[src/rtl/cache_ctrl_pkg.sv]
`default_nettype none
// ============================================================================
// Module   : cache_ctrl_pkg
// Purpose  : Shared state encoding, request constants and output decode for
//            the 2-way cache control FSM.
// Revision : 1.0 - initial release
// ============================================================================
package cache_ctrl_pkg;

    typedef enum logic [2:0] {
        IDLE       = 3'd0,
        COMPARE    = 3'd1,
        HIT_ACCESS = 3'd2,
        WRITE_BACK = 3'd3,
        ALLOCATE   = 3'd4,
        RESPOND    = 3'd5
    } ctrl_state_e;

    localparam logic REQ_READ  = 1'b0;
    localparam logic REQ_WRITE = 1'b1;

    typedef struct packed {
        logic read_en_cache;
        logic write_en_cache;
        logic read_en_mem;
        logic write_en_mem;
        logic refill;
    } ctrl_out_t;

    // Moore decode of the datapath enables for a given state.
    function automatic ctrl_out_t ctrl_decode(input ctrl_state_e state, input logic rtype);
        ctrl_out_t d;
        d = '0;
        case (state)
            HIT_ACCESS: begin
                d.read_en_cache  = (rtype == REQ_READ);
                d.write_en_cache = (rtype == REQ_WRITE);
            end
            WRITE_BACK: begin
                d.read_en_cache = 1'b1;
                d.write_en_mem  = 1'b1;
            end
            ALLOCATE: begin
                d.read_en_mem    = 1'b1;
                d.write_en_cache = 1'b1;
                d.refill         = 1'b1;
            end
            default: d = '0;
        endcase
        return d;
    endfunction

endpackage
`default_nettype wire

[src/rtl/cache_ctrl_timer.sv]
`default_nettype none
// ============================================================================
// Module   : cache_ctrl_timer
// Purpose  : Loadable, clearable wait counter that flags when MAX is reached.
// Revision : 1.0 - initial release
// ============================================================================
module cache_ctrl_timer #(
    parameter int MAX   = 64,
    parameter int WIDTH = $clog2(MAX + 1)
) (
    input  wire logic             clk,
    input  wire logic             rst,
    input  wire logic             i_clear,
    input  wire logic             i_load,
    input  wire logic [WIDTH-1:0] i_load_val,
    input  wire logic             i_inc,
    output logic                  o_timeout
);

    logic [WIDTH-1:0] r_count;
    logic             w_at_max;

    assign w_at_max  = (r_count == WIDTH'(MAX));
    assign o_timeout = w_at_max;

    always_ff @(posedge clk or posedge rst) begin
        if (rst) begin
            r_count <= '0;
        end else if (i_clear) begin
            r_count <= '0;
        end else if (i_load) begin
            r_count <= i_load_val;
        end else if (i_inc && !w_at_max) begin
            r_count <= r_count + 1'b1;
        end
    end

endmodule
`default_nettype wire

[src/rtl/cache_ctrl_fsm.sv]
`default_nettype none
// ============================================================================
// Module   : cache_ctrl_fsm
// Purpose  : Control FSM for the 2-way cache datapath with CPU valid/ready
//            and memory req/ack handshakes. Optional hit/miss counters are
//            built when CACHE_CTRL_PERF_EN is defined.
// Revision : 1.0 - initial release
// ============================================================================
module cache_ctrl_fsm
    import cache_ctrl_pkg::*;
#(
    parameter int MEM_TIMEOUT = 64
`ifdef CACHE_CTRL_PERF_EN
  , parameter int CNT_WIDTH   = 16
`endif
) (
    input  wire logic clk,
    input  wire logic rst,
    input  wire logic cpu_valid,
    input  wire logic cpu_req_type,
    output logic      cpu_ready,
    output logic      cpu_err,
    output logic      busy,
    input  wire logic hit,
    input  wire logic dirty_bit,
    input  wire logic mem_ack,
    output logic      req_type,
    output logic      read_en_cache,
    output logic      write_en_cache,
    output logic      read_en_mem,
    output logic      write_en_mem,
    output logic      refill
`ifdef CACHE_CTRL_PERF_EN
  , output logic [CNT_WIDTH-1:0] hit_count,
    output logic [CNT_WIDTH-1:0] miss_count
`endif
);

    localparam int TMR_W = $clog2(MEM_TIMEOUT + 1);
    // Timer is loaded with 1 on entry so its value equals the wait cycle number.
    localparam logic [TMR_W-1:0] c_tmr_start = TMR_W'(1);

    ctrl_state_e r_state;
    ctrl_state_e w_next;
    ctrl_out_t   w_dec;
    logic        r_retry;
    logic        w_latch, w_abort, w_set_retry;
    logic        w_tmr_clear, w_tmr_load, w_tmr_inc, w_timeout;

    cache_ctrl_timer #(
        .MAX   (MEM_TIMEOUT),
        .WIDTH (TMR_W)
    ) u_timer (
        .clk        (clk),
        .rst        (rst),
        .i_clear    (w_tmr_clear),
        .i_load     (w_tmr_load),
        .i_load_val (c_tmr_start),
        .i_inc      (w_tmr_inc),
        .o_timeout  (w_timeout)
    );

    always_comb begin
        w_next      = r_state;
        w_latch     = 1'b0;
        w_abort     = 1'b0;
        w_set_retry = 1'b0;
        w_tmr_clear = 1'b0;
        w_tmr_load  = 1'b0;
        w_tmr_inc   = 1'b0;
        case (r_state)
            IDLE: begin
                if (cpu_valid) begin
                    w_next  = COMPARE;
                    w_latch = 1'b1;
                end
            end
            COMPARE: begin
                if (hit) begin
                    w_next = HIT_ACCESS;
                end else if (r_retry) begin
                    w_next  = RESPOND;
                    w_abort = 1'b1;
                end else begin
                    w_next     = dirty_bit ? WRITE_BACK : ALLOCATE;
                    w_tmr_load = 1'b1;
                end
            end
            HIT_ACCESS: w_next = RESPOND;
            WRITE_BACK, ALLOCATE: begin
                // An ack arriving on the timeout cycle still completes the transfer.
                if (mem_ack) begin
                    if (r_state == WRITE_BACK) begin
                        w_next     = ALLOCATE;
                        w_tmr_load = 1'b1;
                    end else begin
                        w_next      = COMPARE;
                        w_set_retry = 1'b1;
                        w_tmr_clear = 1'b1;
                    end
                end else if (w_timeout) begin
                    w_next      = RESPOND;
                    w_abort     = 1'b1;
                    w_tmr_clear = 1'b1;
                end else begin
                    w_tmr_inc = 1'b1;
                end
            end
            RESPOND: w_next = IDLE;
            default: w_next = IDLE;
        endcase
    end

    assign w_dec = ctrl_decode(w_next, req_type);

    always_ff @(posedge clk or posedge rst) begin
        if (rst) begin
            r_state        <= IDLE;
            r_retry        <= 1'b0;
            req_type       <= REQ_READ;
            cpu_ready      <= 1'b0;
            cpu_err        <= 1'b0;
            busy           <= 1'b0;
            read_en_cache  <= 1'b0;
            write_en_cache <= 1'b0;
            read_en_mem    <= 1'b0;
            write_en_mem   <= 1'b0;
            refill         <= 1'b0;
        end else begin
            r_state <= w_next;
            if (w_latch) begin
                req_type <= cpu_req_type;
                r_retry  <= 1'b0;
            end else if (w_set_retry) begin
                r_retry <= 1'b1;
            end
            cpu_ready      <= (w_next == RESPOND);
            cpu_err        <= w_abort;
            busy           <= (w_next != IDLE);
            read_en_cache  <= w_dec.read_en_cache;
            write_en_cache <= w_dec.write_en_cache;
            read_en_mem    <= w_dec.read_en_mem;
            write_en_mem   <= w_dec.write_en_mem;
            refill         <= w_dec.refill;
        end
    end

`ifdef CACHE_CTRL_PERF_EN
    // Only first-pass lookups are counted; the post-refill retry is not.
    always_ff @(posedge clk or posedge rst) begin
        if (rst) begin
            hit_count  <= '0;
            miss_count <= '0;
        end else if (r_state == COMPARE && !r_retry) begin
            if (hit) begin
                if (hit_count != '1) hit_count <= hit_count + 1'b1;
            end else begin
                if (miss_count != '1) miss_count <= miss_count + 1'b1;
            end
        end
    end
`endif

endmodule
`default_nettype wire

[config.mk]
export PLATFORM = sky130hd
export DESIGN_NAME = cache_ctrl_fsm
export DESIGN_NICKNAME = d
export VERILOG_FILES = /design/src/rtl/cache_ctrl_pkg.sv /design/src/rtl/cache_ctrl_timer.sv /design/src/rtl/cache_ctrl_fsm.sv
export SDC_FILE = /design/constraint.sdc
export NUM_CORES = 1
export LEC_CHECK = 0
export ABC_AREA = 0
export BUFFER_PORTS_ARGS = -buffer_cell sky130_fd_sc_hd__buf_2
export CORE_MARGIN = 1
export CORE_UTILIZATION = 45
export DETAILED_ROUTE_END_ITERATION = 16
export GPL_ROUTABILITY_DRIVEN = 0
export PLACE_DENSITY = 0.66
export SETUP_SLACK_MARGIN = 0.02
export SKIP_LAST_GASP = 1
export SLEW_MARGIN = 20
export SYNTH_ARGS = -nofsm -noshare
export SYNTH_HDL_FRONTEND = slang
export SYNTH_SLANG_ARGS = --single-unit
[constraint.sdc]
create_clock -name clk -period 4.03 [get_ports clk]
set_clock_uncertainty 0.2 [all_clocks]
set_input_delay 0.403 -clock clk [delete_from_list [all_inputs] [get_ports clk]]
set_output_delay 0.403 -clock clk [all_outputs]
set_load 0.03 [all_outputs]
==> flow_summary.toml, run 1 <==
[run_status]
run_status = "finished, final reports clean"

[place]
placed_cells_incl_taps = 145
place_hpwl_microns = 1500
port_buffers = 15
placed_area_sq_um = 1101

[timing]
timing.final.hold_violations = 0
finalCritPeriodShare = 0.5273
worst_margin_pin_slew_ns = 0.6913
period_minus_ws_final_ns = 2.125
slew_viol_final = 0
worst_hold_slack_across_all_endpoints_ns = 0.003196
grt_setup_unrepaired = "false"
slew_headroom = 0.5386
setup_viol = 0
fin_setup_tns_ns = 0
max_clock_freq_ghz = 0.4706

[pwr]
vdd_ir_drop_max_v = 0.0003312
power_share_of_the_sequential_group = 0.418
share_clk_of_total_power = 0.123
power.combinational.fraction = 0.459
switching_share = 0.4534
powerDensity_nw_per_um2 = 670.9
total_switching_power_uw = 343.3
p_int_uw = 413.9
static-leakage-power_nw = 0.5241

[logic_synthesis]
synth_cell_type_count = 34
postSynthAreaPerCell_sq_um = 9.542
synth_area_sq_um = 1021
asyncSetResetFlopFracSynth = 1.000
synth_fp_nets = 116
yosys_warnings = 0
synthesis.instances = 107
number_of_enable_type_register_cells_in_the_synthesized_netlist = 0
ys_seq_area_frac = 0.4657
synthFlopType = "sky130_fd_sc_hd__dfrtp_1"
ys_seq_elements = 19

[clock_network]
cts-buffers-inserted = 3
clock_network_latency_to_the_later_pin_of_the_worst_skew_pair_ns = 0.29
cts_tree = "yes"
post_cts_hold_buffer_count = 0
cts-htree-levels = 1
cts_sinks = 19
resize_count_post_cts = 0
cts_post_setup_buffers_inserted = 0
clock_input_transition_at_the_sequential_cells_of_the_worst_setup_and_hold_paths_ns = 0.11
clock_tree.buffer_depth = 2
cts-root-buf = "sky130_fd_sc_hd__clkbuf_4"

[global_route]
grt_start_max_net_pins = 20
global_route.usage.total = 0.1888
global_route.overflow_total = 0
wire_length_of_the_first_global_routing_pass_microns = 3560
grt_pass1_vias = 770
initial_antenna_violation_count = 0

[job]
cap_viol_max_count = 0

[floorplanning]
die-width_microns = 49.63
floorplan.initialDensity = 0.5000
floorplan.io_pins = 16
design.die.area_sq_um = 2463
rows = 16
design.core.area_sq_um = 2042
die_h_microns = 49.63

[setup_path]
cp_data_required_time_ns = 3.99
crit_path_end_kind = "flip-flop"
worst_path_max_delay_cell = "sky130_fd_sc_hd__o211ai_1"
timing.critical_path.arrival_ns = 2.09
worstSetupStartpointType = "flip-flop"
critPathMaxFanout = 6
path_cells = "inv_1 -> ha_1 -> nor4b_2 -> a21oi_1 -> o211ai_1 -> nor2_1"
worst_path_largest_cell_delay_ns = 0.48
crit_type = "reg2reg"
critical_path.n_buffers_inverters = 1
worst_path_dominant_cell_family = "compound AO/OA/AOI/OAI gates"

[routing]
detail_route.wirelength_microns = 2005
detail_route.drc_violations = 0
drt_first_iter_violations = 14
drtAntennaViolNets = 0
number_of_detailed_routing_iterations_run_before_antenna_repair = 4
total_vias_in_the_final_route = 832
routedWlPerCell_microns = 13.46
average_via_count_per_standard_cell = 5.584

[finish]
num_antenna_cells = 0
sequential_cell_area_sq_um = 475.5
post_route_cells_drive_above_1_share = 0.2213
finalNetCount = 132
layout-area-overhead-vs-synth_pct = 10.54
n_fill_cell = 214
final_area_sq_um = 1129
layoutNonFillerInstCount = 149
multi_input_area_sq_um = 486.7

[worst_hold_path]
hp-class = "in2async"
==> state kept, by name, indices dropped and copies added, names as in the netlist <==
signal           count
busy                 1
cpu_err              1
cpu_ready            1
r_retry              1
r_state              3
read_en_cache        1
refill               1
req_type             1
u_timer.r_count      7
write_en_cache       1
write_en_mem         1
==> layer usage <==
metal / vias up / GRT usage / part of all wire
met3: 2 / 0.02778 / 0.029
li1: 413 / - / -
met1: 405 / 0.2818 / 0.51
met2: 12 / 0.2860 / 0.45
met4: 0 / 0.04286 / 0.0065
met5: - / 0 / 0
==> power by group through the flow <==
stage | Sequential, mW | Combinational [mW] | Clock, mW
2_1_floorplan | 0.343 | 0.238 | 0
3_3_place_gp | 0.316 | 0.342 | 0
3_5_place_dp | 0.319 | 0.346 | 0
4_1_cts | 0.316 | 0.348 | 0.0961
5_1_grt | 0.325 | 0.389 | 0.106
6_report | 0.316 | 0.348 | 0.0934
==> cells in the final DEF, fill, tap and decap left out, drive strengths merged <==
cell type	count
xor2	1
dfrtp	19
nor3b	2
nand2b	1
nor3	1
nand2	8
o21ai	7
or3b	1
o311a	1
o211ai	4
nand3	9
o221a	1
and2	1
nor2	10
and4bb	1
clkinv	1
or3	2
inv	8
a32o	1
clkbuf	3
o22ai	1
o21bai	1
buf	15
nor4b	2
a21o	1
mux2	1
or2	1
or4b	1
o2111ai	1
ha	2
a21oi	11
nor2b	3
==> area by class of cell <==
| cell class | count | area share |
|---|---|---|
| timing repair buffer | 15 | 0.06652 |
| clock inverter | 1 | 0.004435 |
| sequential | 19 | 0.4213 |
| clock buffer | 3 | 0.01996 |
| multi-input combinational | 76 | 0.4313 |
| tap | 27 | 0.02993 |
| inverter | 8 | 0.02661 |
==> cells in the mapped netlist, types with 2 or more instances <==
cell type	n	area share
sky130_fd_sc_hd__a21oi_1	11	0.054
sky130_fd_sc_hd__inv_1	8	0.029
sky130_fd_sc_hd__or3_1	2	0.012
sky130_fd_sc_hd__buf_2	2	0.0098
sky130_fd_sc_hd__nor3b_1	2	0.015
sky130_fd_sc_hd__nor2b_1	3	0.018
sky130_fd_sc_hd__nor2_1	9	0.033
sky130_fd_sc_hd__nand2_1	8	0.029
sky130_fd_sc_hd__o21ai_0	7	0.034
sky130_fd_sc_hd__ha_1	2	0.025
sky130_fd_sc_hd__dfrtp_1	19	0.47
sky130_fd_sc_hd__o211ai_1	4	0.029
sky130_fd_sc_hd__nand3_1	9	0.044
==> cells by family (layout without fill, tap and decap cells) <==
kind of cell / count (synthesis) / after routing / share of synthesized area
buf+inv: 12 / 27 / 0.05760
flops: 19 / 19 / 0.4657
xor+xnor: 1 / 1 / 0.008580
simple gates: 43 / 43 / 0.2549
compound gates: 29 / 29 / 0.1777
fa+ha+maj: 2 / 2 / 0.02451
mux: 1 / 1 / 0.01103
==> worst paths after layout <==
| kind | start | end | depth (start not counted) | slack [ns] |
|---|---|---|---|---|
| setup / recovery | u_timer.r_count[0] | u_timer.r_count[4] | 6 | 1.90 |
| hold / removal | rst | busy | 2 | 0.003 |
| setup reg to reg | u_timer.r_count[0] | u_timer.r_count[4] | 6 | 1.90 |
| hold reg to reg | req_type | read_en_cache | 1 | 0.30 |
| max in group asynchronous | rst | u_timer.r_count[0] | 2 | 3.19 |
| min in group clk | cpu_req_type | req_type | 2 | 0.14 |
==> stage by stage <==
stage / power, mW / setup WS (ns) / util
floorplan: 0.5818 / 2.168 / -
finish: 0.7572 / 1.905 / 0.5527
global route: 0.8193 / 1.738 / 0.5527
CTS: 0.7595 / 1.920 / 0.5527
detailed placement: 0.6649 / 1.951 / 0.5392
global placement: 0.6578 / 2.016 / 0.5392
No activity file was read; power rests on OpenSTA's default activity.
==> inputs of run 2 (changes only) <==
Settings changed: ABC_AREA 0 to 1, PLACE_DENSITY 0.66 to 0.65.
Clock period 4.03 ns to 2.12 ns, I/O delays scaled along.
==> run 2 against run 1 <==
Net effect: via count increased by 19%; final cell count grew 30%; sequential power increased by 89%; synthesized area up 11%; setup slack worse by 1.5 ns; global-route usage up 1.3 points; sequential cell count stayed put; combinational power rose to 2.5 times the previous value; critical path type unchanged.
==> flow_summary.toml, run 2 <==
[setup_path]
crit_type = "reg2reg"
critical_path.reg2reg.endpoint = "u_timer.r_count[3]"
cp_data_required_time_ns = 2.13
reg2reg_setup_slack_ns = 0.36
reg2reg_from = "u_timer.r_count[0]"
ff2ff_path_depth = 9
timing.critical_path.arrival_ns = 1.77
critPathMaxFanout = 13
worstSetupStartpointType = "flip-flop"
crit_path_end_kind = "flip-flop"

[clock_network]
cts-htree-levels = 1
cts-root-buf = "sky130_fd_sc_hd__clkbuf_4"
resize_count_post_cts = 0
cts-buffers-inserted = 3
cts_post_setup_buffers_inserted = 0
cts_sinks = 19
clock_input_transition_at_the_sequential_cells_of_the_worst_setup_and_hold_paths_ns = 0.11
cts_tree = "yes"
clock_network_latency_to_the_later_pin_of_the_worst_skew_pair_ns = 0.31
clock_tree.buffer_depth = 2

[routing]
drtAntennaViolNets = 0
drt_first_iter_violations = 21
average_via_count_per_standard_cell = 5.113
routedWlPerCell_microns = 11.58
detail_route.drc_violations = 0
detail_route.wirelength_microns = 2246
total_vias_in_the_final_route = 992
number_of_detailed_routing_iterations_run_before_antenna_repair = 4

[finish]
n_fill_cell = 215
reg.largest.list = "u_timer.r_count (7), r_state (3)"
post_route_cells_drive_above_1_share = 0.2289
mostFrequentLayoutCell = "sky130_fd_sc_hd__nand2_1"
layoutNonFillerInstCount = 194
layout-area-overhead-vs-synth_pct = 13.11
commonest_cells_after_routing_fill_and_taps_aside = "33 x sky130_fd_sc_hd__nand2_1, 23 x sky130_fd_sc_hd__nand3_1, 19 x sky130_fd_sc_hd__dfrtp_1, 18 x sky130_fd_sc_hd__inv_1, 15 x sky130_fd_sc_hd__buf_2"
num_antenna_cells = 0
sequential_cell_area_sq_um = 475.5
finalNetCount = 176
multi_input_area_sq_um = 553.0
largest_register_ffs = 7
max_flop_register = "u_timer.r_count"

[place]
place_ws_ns = 0.3690
place_hpwl_microns = 1670
placed_cells_incl_taps = 187
port_buffers = 15

[pwr]
static-leakage-power_nw = 0.7132
power.combinational.fraction = 0.528
p_int_uw = 833.5
switching_share = 0.5014
finalPower_mw = 1.672
power_share_of_the_sequential_group = 0.356
total_switching_power_uw = 838.2
share_clk_of_total_power = 0.115
vdd_ir_drop_max_v = 0.0008317
powerDensity_nw_per_um2 = 1301

[logic_synthesis]
ys_seq_area_frac = 0.4185
synth_area_sq_um = 1136
synth_area_leaders = "sky130_fd_sc_hd__dfrtp_1 42%, sky130_fd_sc_hd__nand2_1 11%, sky130_fd_sc_hd__nand3_1 10%"
synth.largest_area_cell = "sky130_fd_sc_hd__dfrtp_1"
synth_cell_type_count = 27
post_synth_most_frequent_cells = "33 x sky130_fd_sc_hd__nand2_1, 23 x sky130_fd_sc_hd__nand3_1, 19 x sky130_fd_sc_hd__dfrtp_1"
synth_fp_nets = 155
yosys_warnings = 0
postSynthAreaPerCell_sq_um = 7.781
ys_seq_elements = 19
yosys.area.top_type_share = 0.4185
synthMostInstantiatedCell = "sky130_fd_sc_hd__nand2_1"
synthFlopType = "sky130_fd_sc_hd__dfrtp_1"
synthesis.instances = 146
asyncSetResetFlopFracSynth = 1.000
number_of_enable_type_register_cells_in_the_synthesized_netlist = 0

[global_route]
global_route.usage.total = 0.2017
grt_start_max_net_pins = 20
wire_length_of_the_first_global_routing_pass_microns = 3967
initial_antenna_violation_count = 0
grt_pass1_vias = 932
global_route.overflow_total = 0

[floorplanning]
die-width_microns = 52.25
design.core.area_sq_um = 2297
floorplan.initialDensity = 0.4946
floorplan.io_pins = 16
design.die.area_sq_um = 2730
die_h_microns = 52.25
rows = 17

[timing]
max_clock_freq_ghz = 0.5681
slew_viol_final = 0
finalCritPeriodShare = 0.8303
timing.final.hold_violations = 0
fin_setup_tns_ns = 0
grt_setup_unrepaired = "false"
slew_headroom = 0.5192
setup_viol = 0
worst_margin_pin_slew_ns = 0.7204
period_minus_ws_final_ns = 1.760
post-route-worst-setup-slack_ns = 0.3598

[job]
cap_viol_max_count = 0

[run_status]
run_status = "finished, final reports clean"

[worst_hold_path]
hp-class = "in2reg"
worst_hold_path_endpoint = "cpu_err"
hold_path_startpoint = "hit"
hold_path_depth = 4
run 2: final cells by class:
class                           count  area share
Inverter                           23     0.06913
Tap cell                           28     0.02726
Multi-Input combinational cell    102      0.4304
Timing Repair Buffer               18     0.08179
Sequential cell                    19      0.3700
Clock inverter                      1    0.003895
Clock buffer                        3     0.01753
run 2: logic make-up (layout without fill, tap and decap cells):
family / count (synthesis) / in the layout / share of synthesized area
and+or+nand+nor: 85 / 85 / 0.3734
xor gates and xnor gates: 3 / 3 / 0.02313
AOI/OAI and AO/OA: 12 / 12 / 0.06828
DFF: 19 / 19 / 0.4185
buffers and inverters: 25 / 45 / 0.09471
adders and majority gates: 2 / 2 / 0.02202
run 2: worst max-delay path by stage:
stage | startpoint | end | slack, ns | cells after the start
6_report | u_timer.r_count[0] | u_timer.r_count[3] | 0.36 | 9
5_1_grt | u_timer.r_count[0] | u_timer.r_count[3] | 0.18 | 9
4_1_cts | u_timer.r_count[0] | u_timer.r_count[3] | 0.35 | 9
3_5_place_dp | u_timer.r_count[0] | u_timer.r_count[3] | 0.37 | 9
3_3_place_gp | u_timer.r_count[0] | u_timer.r_count[1] | 0.44 | 9
2_1_floorplan | u_timer.r_count[0] | u_timer.r_count[0] | 0.52 | 10
run 2: routing by layer:
metal	track usage	routed length (microns)
met3	0.03478	83
met2	0.3312	1060
met5	0	0
met1	0.2560	1058
met4	0.09649	44
run 2: metrics by stage:
step           cell area (sq um)  utilization  hold slack (ns)
6_report                    1285       0.5594          0.01393
2_1_floorplan               1136            -         -0.03687
4_1_cts                     1285       0.5594          0.01274
3_5_place_dp                1227       0.5343           0.1774
3_3_place_gp                1227       0.5343           0.1671
5_1_grt                     1285       0.5594          0.03336
run 2: power groups by stage:
| stage | combinational (mW) | clock (mW) | sequential, mW |
|---|---|---|---|
| 3_5_place_dp | 0.879 | 0 | 0.600 |
| 2_1_floorplan | 0.609 | 0 | 0.688 |
| 5_1_grt | 0.990 | 0.213 | 0.613 |
| 3_3_place_gp | 0.869 | 0 | 0.600 |
| 6_report | 0.883 | 0.193 | 0.596 |
| 4_1_cts | 0.891 | 0.197 | 0.593 |
run 2: critical path: stages (launching register included):
cell and delay, ns:
sky130_fd_sc_hd__dfrtp_1 0.45, sky130_fd_sc_hd__inv_1 0.10, sky130_fd_sc_hd__ha_1 0.14, sky130_fd_sc_hd__nand2_1 0.05, sky130_fd_sc_hd__inv_1 0.06, sky130_fd_sc_hd__nand3_2 0.13, sky130_fd_sc_hd__o21ai_2 0.16, sky130_fd_sc_hd__nand2_2 0.16
sky130_fd_sc_hd__nand3_1 0.14, sky130_fd_sc_hd__nand2_1 0.06
run 2: repair_timing:
item	in CTS	in global routing
hold endpoints to repair	21	0
endpoints found under the setup margin	0	0
hold buffers	3	0
==> inputs of run 3 (changes only) <==
Clock period 2.12 ns to 1.8 ns, I/O delays scaled along.
==> run 3 against run 2 <==
Net effect: clock-buffer cell count is the same; die area unchanged; largest cell class unchanged; final cell count up 1.5%.
==> flow_summary.toml, run 3 (same netlist as run 2, synthesis figures left out) <==
[run_status]
run_status = "finished, final reports clean"

[global_route]
wire_length_of_the_first_global_routing_pass_microns = 3850
grt_pass1_vias = 910
global_route.usage.total = 0.1948
global_route.overflow_total = 0
grt_start_max_net_pins = 20
initial_antenna_violation_count = 0

[timing]
period_minus_ws_final_ns = 1.662
worst_margin_pin_slew_ns = 0.4109
fin_setup_tns_ns = 0
max_clock_freq_ghz = 0.6015
setup_viol = 0
slew_viol_final = 0
slew_headroom = 0.7243
grt_setup_unrepaired = "false"
finalCritPeriodShare = 0.9236
timing.final.hold_violations = 0
post-route-worst-setup-slack_ns = 0.1375

[finish]
finish.utilization = 0.5741
num_antenna_cells = 0
largest_register_ffs = 7
layout-area-overhead-vs-synth_pct = 16.08
post_route_cells_drive_above_1_share = 0.2485
finalNetCount = 179
reg.largest.list = "u_timer.r_count (7), r_state (3)"
n_fill_cell = 212
mostFrequentLayoutCell = "sky130_fd_sc_hd__nand2_1"
max_flop_register = "u_timer.r_count"
commonest_cells_after_routing_fill_and_taps_aside = "33 x sky130_fd_sc_hd__nand2_1, 23 x sky130_fd_sc_hd__nand3_1, 18 x sky130_fd_sc_hd__inv_1, 18 x sky130_fd_sc_hd__dfrtp_1, 15 x sky130_fd_sc_hd__buf_2"

[job]
cap_viol_max_count = 0

[setup_path]
timing.critical_path.arrival_ns = 1.65
worst_path_dominant_cell_family = "simple AND/OR/NAND/NOR gates"
crit_type = "reg2reg"
worstSetupStartpointType = "flip-flop"
worst_path_max_delay_cell = "sky130_fd_sc_hd__dfrtp_1"
reg2reg_from = "u_timer.r_count[1]"
path_cells = "inv_1 -> ha_1 -> nand2_1 -> inv_1 -> nand3_2 -> o21ai_2 -> nand2_4 -> nand3_1 -> nand2_1"
crit_path_end = "u_timer.r_count[0]"
crit_path_end_kind = "flip-flop"
cp_data_required_time_ns = 1.79
critPathMaxFanout = 13
worst_path_largest_cell_delay_ns = 0.43
startpoint = "u_timer.r_count[1]"
timing.critical_path.depth = 9
critical_path.n_buffers_inverters = 2
critical_path.reg2reg.endpoint = "u_timer.r_count[0]"
reg2reg_setup_slack_ns = 0.14
ff2ff_path_depth = 9

[routing]
total_vias_in_the_final_route = 970
drtAntennaViolNets = 0
average_via_count_per_standard_cell = 4.924
detail_route.drc_violations = 0
drt_first_iter_violations = 30
detail_route.wirelength_microns = 2293
number_of_detailed_routing_iterations_run_before_antenna_repair = 5
routedWlPerCell_microns = 11.64

[clock_network]
clock_network_latency_to_the_later_pin_of_the_worst_skew_pair_ns = 0.29
cts-htree-levels = 1
cts-root-buf = "sky130_fd_sc_hd__clkbuf_4"
cts_post_setup_buffers_inserted = 0
cts-buffers-inserted = 3
cts_sinks = 19
cts_tree = "yes"
clock_input_transition_at_the_sequential_cells_of_the_worst_setup_and_hold_paths_ns = 0.11
clock_tree.buffer_depth = 2

[floorplanning]
design.core.area_sq_um = 2297
die_h_microns = 52.25
floorplan.initialDensity = 0.4946
design.die.area_sq_um = 2730
rows = 17
die-width_microns = 52.25
floorplan.io_pins = 16

[place]
place_ws_ns = 0.1284
place_hpwl_microns = 1747
port_buffers = 15

[worst_hold_path]
hp-class = "in2reg"

[pwr]
power.combinational.fraction = 0.545
static-leakage-power_nw = 0.7338
power_share_of_the_sequential_group = 0.346
vdd_ir_drop_max_v = 0.001041
total_switching_power_uw = 995.3
share_clk_of_total_power = 0.109
switching_share = 0.4972
p_int_mw = 1.006
powerDensity_nw_per_um2 = 1518
==> run 3: per-stage QoR <==
step / hold WS [ns] / cell area (sq um) / power, mW / std cells
after global routing: 0.02019 / 1319 / 2.167 / 197
after detailed placement: 0.01604 / 1242 / 1.767 / 189
after floorplan: -0.06887 / 1136 / 1.528 / 146
after global placement: 0.009764 / 1242 / 1.748 / 189
after CTS: 0.002623 / 1310 / 2.001 / 197
final: 0.02103 / 1319 / 2.002 / 197
==> run 3: timing repair <==
| item | in CTS | in global routing |
|---|---|---|
| gates resized for setup | 0 | 3 |
| hold buffers | 4 | 0 |
| hold endpoints to repair | 21 | 0 |
| setup endpoints to repair | 0 | 4 |
==> run 3: how the worst min path moves through the flow <==
stage | from | to | slack, ns | cells after the start
after floorplan | rst | busy | -0.07 | 1
after global placement | rst | cpu_ready | 0.01 | 3
after detailed placement | rst | cpu_ready | 0.02 | 3
final | cpu_valid | req_type | 0.02 | 4
after CTS | cpu_valid | req_type | 0.003 | 4
after global routing | cpu_valid | req_type | 0.02 | 4
==> run 3: per-layer routing <==
metal | global-route usage | routed length [microns] | vias to the layer above
met3 | 0.03478 | 72 | 4
met1 | 0.2555 | 1087 | 437
met4 | 0.07895 | 19 | 0
met2 | 0.3162 | 1114 | 21
li1 | - | - | 508
met5 | 0 | 0 | -
==> run 3: final cells by class <==
cell class	count	area (sq um)	share of cell area
well taps	28	35.03	0.02657
clock buffers	3	22.52	0.01708
inverters	23	88.84	0.06736
multi-input cells	102	560.5	0.4250
flip-flops and latches	19	476.7	0.3615
clock inverters	1	5.005	0.003795
repair buffers	21	130.1	0.09867
==> run 3: power by group through the flow <==
stage          Clock (mW)  Sequential (mW)  Combinational (mW)
2_1_floorplan           0            0.811               0.717
3_3_place_gp            0            0.695                1.05
3_5_place_dp            0            0.696                1.07
4_1_cts             0.230            0.687                1.08
5_1_grt             0.243            0.714                1.21
6_report            0.218            0.694                1.09
==> run 3: worst min-delay path: stages <==
cell	delay, ns
sky130_fd_sc_hd__buf_2	0.08
sky130_fd_sc_hd__nand3_1	0.10
sky130_fd_sc_hd__nand2_1	0.07
sky130_fd_sc_hd__nand2_1	0.05
